$ cat config.mk
export PLATFORM = sky130hd
export DESIGN_NAME = dense_4_engine
export DESIGN_NICKNAME = d
export VERILOG_FILES = /design/src/rtl/dense_pkg.sv /design/src/rtl/dense_requant.sv /design/src/rtl/dense_4_engine.sv
export SDC_FILE = /design/constraint.sdc
export NUM_CORES = 2
export LEC_CHECK = 0
export BUFFER_PORTS_ARGS = -buffer_cell sky130_fd_sc_hd__clkbuf_2
export CAP_MARGIN = 30
export CORE_MARGIN = 2
export CORE_UTILIZATION = 50
export DETAILED_ROUTE_END_ITERATION = 6
export GPL_TIMING_DRIVEN = 0
export HOLD_SLACK_MARGIN = 0.05
export PLACE_DENSITY_LB_ADDON = 0.15
export REMOVE_ABC_BUFFERS = 1
export SETUP_SLACK_MARGIN = 0.05
export SLEW_MARGIN = 20
export SYNTH_ARGS = -nofsm -noshare
export SYNTH_HDL_FRONTEND = slang
export SYNTH_SLANG_ARGS = --single-unit
$ cat constraint.sdc
create_clock -name clk -period 20.6 [get_ports clk]
set_input_delay 4.12 -clock clk [delete_from_list [all_inputs] [get_ports clk]]
set_output_delay 4.12 -clock clk [all_outputs]
set_load 0.01 [all_outputs]
$ cat src/rtl/dense_pkg.sv
// Shared constants, FSM state type and saturation helper for the dense layer engines.
package dense_pkg;

  localparam int DATA_W  = 8;
  localparam int ACC_W   = 32;
  localparam int OPND_W  = DATA_W + 1;
  localparam int PROD_W  = 2 * DATA_W + 1;
  localparam int QPROD_W = 64;
  localparam int QMULT_W = 31;

  localparam logic [QMULT_W-1:0] Q_MULT_DEF = 31'd2014687024;
  localparam int Q_SHIFT_DEF    = 38;
  localparam int OFFSET_ENT_DEF = 1;
  localparam int OFFSET_SOR_DEF = -1;

  typedef enum logic [2:0] {IDLE, ISSUE, DRAIN, REQ, EMIT, DONE} state_t;

  function automatic logic signed [DATA_W-1:0] sat_int8(input logic signed [QPROD_W-1:0] v);
    if (v > 64'sd127) begin
      return 8'sd127;
    end else if (v < -64'sd128) begin
      return -8'sd128;
    end else begin
      return v[DATA_W-1:0];
    end
  endfunction

endpackage

$ cat src/rtl/dense_requant.sv
// Two-stage requantizer: multiply, round-half-up shift, add output zero point, saturate to int8.
// Optional ReLU clamp at the output zero point when DENSE4_RELU_EN is defined.
module dense_requant
  import dense_pkg::*;
#(
  parameter logic [QMULT_W-1:0] Q_MULT     = Q_MULT_DEF,
  parameter int                 Q_SHIFT    = Q_SHIFT_DEF,
  parameter int                 OFFSET_SOR = OFFSET_SOR_DEF
) (
  input  logic                     clk,
  input  logic                     rst,
  input  logic                     in_valid,
  input  logic signed [ACC_W-1:0]  acc,
  output logic signed [DATA_W-1:0] out_data
);

  localparam logic signed [QPROD_W-1:0] ROUND = 64'sd1 <<< (Q_SHIFT - 1);
  localparam logic signed [QPROD_W-1:0] OFS   = QPROD_W'(OFFSET_SOR);
  localparam logic signed [DATA_W-1:0]  OFS8  = DATA_W'(OFFSET_SOR);

  logic signed [QPROD_W-1:0] acc_ext;
  logic signed [QPROD_W-1:0] mult_ext;
  logic signed [QPROD_W-1:0] t_reg;
  logic signed [QPROD_W-1:0] r;
  logic signed [QPROD_W-1:0] y;
  logic signed [DATA_W-1:0]  y_sat;
  logic signed [DATA_W-1:0]  y_fin;
  logic                      v1_reg;

  assign acc_ext  = {{(QPROD_W-ACC_W){acc[ACC_W-1]}}, acc};
  assign mult_ext = {{(QPROD_W-QMULT_W){1'b0}}, Q_MULT};

  always_comb begin
    r     = (t_reg + ROUND) >>> Q_SHIFT;
    y     = r + OFS;
    y_sat = sat_int8(y);
    y_fin = y_sat;
`ifdef DENSE4_RELU_EN
    if (y_sat < OFS8) begin
      y_fin = OFS8;
    end
`endif
  end

  // out_data only moves one cycle after a valid product, so it holds between results
  always_ff @(posedge clk) begin
    if (rst) begin
      t_reg    <= '0;
      v1_reg   <= 1'b0;
      out_data <= '0;
    end else begin
      v1_reg <= in_valid;
      if (in_valid) begin
        t_reg <= acc_ext * mult_ext;
      end
      if (v1_reg) begin
        out_data <= y_fin;
      end
    end
  end

endmodule

$ cat src/rtl/dense_4_engine.sv
// dense_4 fully-connected stage: sequences weight/activation reads, runs a signed MAC per neuron,
// requantizes to int8 and streams one result per neuron. ReLU option: DENSE4_RELU_EN.
module dense_4_engine
  import dense_pkg::*;
#(
  parameter int                 NUM_IN     = 169,
  parameter int                 NUM_OUT    = 3,
  parameter int                 ADDR_W     = 10,
  parameter int                 ACT_ADDR_W = 8,
  parameter logic [QMULT_W-1:0] Q_MULT     = Q_MULT_DEF,
  parameter int                 Q_SHIFT    = Q_SHIFT_DEF,
  parameter int                 OFFSET_ENT = OFFSET_ENT_DEF,
  parameter int                 OFFSET_SOR = OFFSET_SOR_DEF
) (
  input  logic                     clk,
  input  logic                     rst,
  input  logic                     start,
  output logic                     busy,
  output logic                     done,
  output logic                     w_en,
  output logic [ADDR_W-1:0]        w_addr,
  input  logic [DATA_W-1:0]        w_data,
  output logic                     act_en,
  output logic [ACT_ADDR_W-1:0]    act_addr,
  input  logic [DATA_W-1:0]        act_data,
  output logic                     out_valid,
  output logic [1:0]               out_idx,
  output logic signed [DATA_W-1:0] out_data
);

  localparam logic [ACT_ADDR_W-1:0] LAST_I = ACT_ADDR_W'(NUM_IN - 1);
  localparam logic [1:0]            LAST_O = 2'(NUM_OUT - 1);
  localparam logic signed [OPND_W-1:0] ENT9 = OPND_W'(OFFSET_ENT);

  state_t                    state_reg;
  logic [1:0]                o_reg;
  logic [ACT_ADDR_W-1:0]     i_reg;
  logic [ADDR_W-1:0]         w_addr_reg;
  logic [1:0]                phase_reg;

  logic                      d_valid_reg;
  logic                      op_valid_reg;
  logic                      prod_valid_reg;
  logic signed [OPND_W-1:0]  op_a_reg;
  logic signed [OPND_W-1:0]  op_w_reg;
  logic signed [PROD_W-1:0]  prod_reg;
  logic signed [PROD_W-1:0]  prod_full;
  logic signed [ACC_W-1:0]   acc_reg;
  logic                      rq_valid;

  // Weights are laid out neuron-major, so the ROM address is one running counter across the pass
  assign w_addr   = w_addr_reg;
  assign act_addr = i_reg;
  assign rq_valid = (state_reg == REQ) && (phase_reg == 2'd0);

  assign prod_full = $signed({{(PROD_W-OPND_W){op_a_reg[OPND_W-1]}}, op_a_reg})
                   * $signed({{(PROD_W-OPND_W){op_w_reg[OPND_W-1]}}, op_w_reg});

  always_ff @(posedge clk) begin
    if (rst) begin
      state_reg      <= IDLE;
      o_reg          <= '0;
      i_reg          <= '0;
      w_addr_reg     <= '0;
      phase_reg      <= '0;
      busy           <= 1'b0;
      done           <= 1'b0;
      w_en           <= 1'b0;
      act_en         <= 1'b0;
      out_valid      <= 1'b0;
      out_idx        <= '0;
      d_valid_reg    <= 1'b0;
      op_valid_reg   <= 1'b0;
      prod_valid_reg <= 1'b0;
      op_a_reg       <= '0;
      op_w_reg       <= '0;
      prod_reg       <= '0;
      acc_reg        <= '0;
    end else begin
      // MAC pipeline: read data -> operand regs -> product reg -> accumulate
      d_valid_reg    <= w_en;
      op_valid_reg   <= d_valid_reg;
      prod_valid_reg <= op_valid_reg;
      if (d_valid_reg) begin
        op_a_reg <= $signed({act_data[DATA_W-1], act_data}) - ENT9;
        op_w_reg <= $signed({w_data[DATA_W-1], w_data});
      end
      if (op_valid_reg) begin
        prod_reg <= prod_full;
      end
      if (prod_valid_reg) begin
        acc_reg <= acc_reg + {{(ACC_W-PROD_W){prod_reg[PROD_W-1]}}, prod_reg};
      end

      case (state_reg)
        IDLE: begin
          if (start) begin
            state_reg  <= ISSUE;
            busy       <= 1'b1;
            o_reg      <= '0;
            i_reg      <= '0;
            w_addr_reg <= '0;
            w_en       <= 1'b1;
            act_en     <= 1'b1;
            acc_reg    <= '0;
          end
        end
        ISSUE: begin
          if (i_reg == LAST_I) begin
            state_reg <= DRAIN;
            w_en      <= 1'b0;
            act_en    <= 1'b0;
            phase_reg <= '0;
          end else begin
            i_reg      <= i_reg + ACT_ADDR_W'(1);
            w_addr_reg <= w_addr_reg + ADDR_W'(1);
          end
        end
        DRAIN: begin
          if (phase_reg == 2'd2) begin
            state_reg <= REQ;
            phase_reg <= '0;
          end else begin
            phase_reg <= phase_reg + 2'd1;
          end
        end
        REQ: begin
          if (phase_reg == 2'd1) begin
            state_reg <= EMIT;
            out_valid <= 1'b1;
            out_idx   <= o_reg;
            phase_reg <= '0;
          end else begin
            phase_reg <= phase_reg + 2'd1;
          end
        end
        EMIT: begin
          out_valid <= 1'b0;
          if (o_reg == LAST_O) begin
            state_reg <= DONE;
            done      <= 1'b1;
            busy      <= 1'b0;
          end else begin
            state_reg  <= ISSUE;
            o_reg      <= o_reg + 2'd1;
            i_reg      <= '0;
            w_addr_reg <= w_addr_reg + ADDR_W'(1);
            w_en       <= 1'b1;
            act_en     <= 1'b1;
            acc_reg    <= '0;
          end
        end
        DONE: begin
          done      <= 1'b0;
          state_reg <= IDLE;
        end
        default: begin
          state_reg <= IDLE;
        end
      endcase
    end
  end

  dense_requant #(
    .Q_MULT     (Q_MULT),
    .Q_SHIFT    (Q_SHIFT),
    .OFFSET_SOR (OFFSET_SOR)
  ) u_requant (
    .clk      (clk),
    .rst      (rst),
    .in_valid (rq_valid),
    .acc      (acc_reg),
    .out_data (out_data)
  );

endmodule

==> flow_metrics.env <==
export IMPL_cap_violations=0
export IMPL_yosys_area_top_type="fa_1"
export IMPL_coreArea_um2=53600
export IMPL_finalSetupTns_ns=0
export IMPL_multi_input_area_um2=21200
export IMPL_place_hpwl_um=52600
export IMPL_status="finished clean"
export IMPL_drt_initial_drc_count=954
export IMPL_critPathLaunch="acc_reg[30]"
export IMPL_synth_most_common_cell="inv_1"
export IMPL_route_vias_total=19300
export IMPL_reg2reg_from="acc_reg[30]"
export IMPL_largest_register_ffs=32
export IMPL_cts_resized=0
export IMPL_gp_congestion=0.883
export IMPL_grtUsageTotal_pct=23.7
export IMPL_fin_ws_ns=11.83
export IMPL_power_density_nw_per_um2=23.2
export IMPL_fin_nets=3802
export IMPL_maxSlewViolCount=0
export IMPL_path_clk_slew_ns=0.07
export IMPL_drive_above_1_share_pct=4.80
export IMPL_clk_latency_ns=0.48
export IMPL_clkSinkCount=136
export IMPL_slew_headroom_pct=40.2
export IMPL_syn_to_final_growth_pct=5.75
export IMPL_yosysWarnings=0
export IMPL_worstHoldStart="prod_reg[10]"
export IMPL_cts_tree="done"
export IMPL_first_pass_iters=5
export IMPL_cpPeakStageDelay_ns=0.80
export IMPL_synth_seq_area_share_pct=10.1
export IMPL_grt_pass1_vias=20300
export IMPL_ys_top_cells_by_count="inv_1, fa_1, ha_1, nor2_1, nand2_1"
export IMPL_antenna_cells=0
export IMPL_clock_fmax_ghz=0.114
export IMPL_start_kind="register"
export IMPL_ctsLongestPathBuffers=2
export IMPL_io_buffers=51
export IMPL_fillers=5055
export IMPL_cts_setup_buffers=0
export IMPL_synth_edf_count=0
export IMPL_cp_slowest_cell="dfxtp_1"
export IMPL_hold_viol_final=0
export IMPL_grt_start_max_net_pins=60
export IMPL_die_area_um2=55800
export IMPL_async_reset_ff_share_pct=0
export IMPL_root_buffer="clkbuf_16"
export IMPL_pin_count=52
export IMPL_initial_core_util_pct=50.3
export IMPL_netlist_instances=2959
export IMPL_finalCriticalPeriod_ns=8.77
export IMPL_wl_per_cell_um=16.8
export IMPL_die_w_um=236
export IMPL_cts_buffers=17
export IMPL_netlist_area_um2=27000
export IMPL_post_route_util_pct=53.2
export IMPL_critical_path_buf_inv_count=6
export IMPL_row_count=85
export IMPL_critical_path_top_delay_family="adder cells"
export IMPL_vdd_ir_drop_worst_mv=0.0585
export IMPL_crit_fanout=14
export IMPL_ant_nets=0
export IMPL_arrival_ns=9.12
export IMPL_ff_latch_area_um2=2730
export IMPL_worstMarginPinSlew_ns=0.896
export IMPL_synth_flop_cell="dfxtp_1"
export IMPL_synth_top_cell_area_share_pct=32.3
export IMPL_die_h_um=236
export IMPL_overflow=0
export IMPL_grt_pass1_wl_um=104000
export IMPL_required_ns=20.95
export IMPL_holdBufCountCts=0
export IMPL_cp_end_kind="register"
export IMPL_avgSynthCellArea_um2=9.11
export IMPL_setup_viol=0
export IMPL_rsz0062_at_grt="false"
export IMPL_criticalPathCategory="reg -> reg"
export IMPL_fin_crit_sh_pct=42.6
export IMPL_finalNonFillerCells=3678
export IMPL_placed_cells=3646
export IMPL_wirelength_um=61800
export IMPL_antenna_found_initial=0
export IMPL_hold_path_class="reg -> reg"
export IMPL_ys_seq_elements=136
export IMPL_ys_types=91
export IMPL_ys_top_cells_by_area="fa_1, ha_1, inv_1, dfxtp_1, xnor2_1"
export IMPL_fin_skew_ns=0.0136
export IMPL_htree_levels=4
export IMPL_vias_per_cell=5.25
export IMPL_power_leakage_nw=15.1
export IMPL_total_power_mw=0.661
export IMPL_drc_errors=0
export IMPL_pre_cts_ws_ns=11.88
-- worst min-delay path: stages (launching register included) --
cell and delay [ns]:
dfxtp_1 0.32, nand2_1 0.06, a21oi_1 0.05
-- cells in the final DEF, fill, tap and decap left out, types with 17 or more instances in the layout --
cell       instances
a211oi_1          34
a21o_1            44
a21oi_1          116
a31oi_1           19
and2_1            60
and3_1            18
clkbuf_16         17
clkbuf_2          50
dfxtp_1          134
fa_1             435
ha_1             379
inv_1            725
mux2i_1           44
nand2_1          139
nand2b_1          30
nand3_1           24
nand4_1           18
nor2_1           156
nor2b_1           17
nor3_1            37
o21ai_0           70
or2_2             17
xnor2_1          102
xor2_1            78
-- routing by layer --
layer | part of all wire [%] | wire (um) | global-route usage, % | up-vias
met3 | 4.3 | 2670 | 4.12 | 48
met1 | 49 | 30200 | 33.6 | 9540
met4 | 1.5 | 896 | 5.04 | 0
met5 | 0 | 0 | 0 | -
li1 | - | - | - | 9415
met2 | 45 | 28000 | 38.0 | 317
-- power breakdown --
| part | leakage [nW] | total, mW | switching [mW] | internal (mW) |
|---|---|---|---|---|
| registers | 1.10 | 0.275 | 0.00855 | 0.266 |
| logic | 13.7 | 0.0633 | 0.0372 | 0.0261 |
| clock network | 0.298 | 0.323 | 0.149 | 0.173 |
-- per-stage QoR --
step           instance area (um^2)  hold WS, ns
6_report                      28500        0.481
5_1_grt                       28500        0.499
4_1_cts                       28500        0.479
3_5_place_dp                  27900        0.467
3_3_place_gp                  27800        0.461
2_1_floorplan                 26600        0.430
-- area by class of cell --
class,instances,share of cell area (%)
Clock inverter,15,0.619
Tap cell,696,3.05
Timing Repair Buffer,60,1.34
Multi-Input combinational cell,2027,74.4
Inverter,727,9.57
Sequential cell,136,9.57
Clock buffer,17,1.49
-- cell families after synthesis --
| logic type | share of synthesized area, % |
|---|---|
| XOR/XNOR | 5.95 |
| multiplexers | 1.72 |
| AO/OA/AOI/OAI | 10.0 |
| flip-flops | 10.1 |
| AND/OR/NAND/NOR | 11.0 |
| adder cells (fa/ha/maj) | 49.9 |
| buffers and inverters | 11.3 |
-- final timing paths --
kind / to / slack (ns) / depth (start not counted)
worst max-delay path: u_requant.t_reg[63] / 11.83 / 27
worst min-delay path: prod_reg[10] / 0.48 / 2
worst max register to register: u_requant.t_reg[63] / 11.83 / 27
worst min register to register: prod_reg[10] / 0.48 / 2
Note: power is estimated with default switching activity, not from simulation.
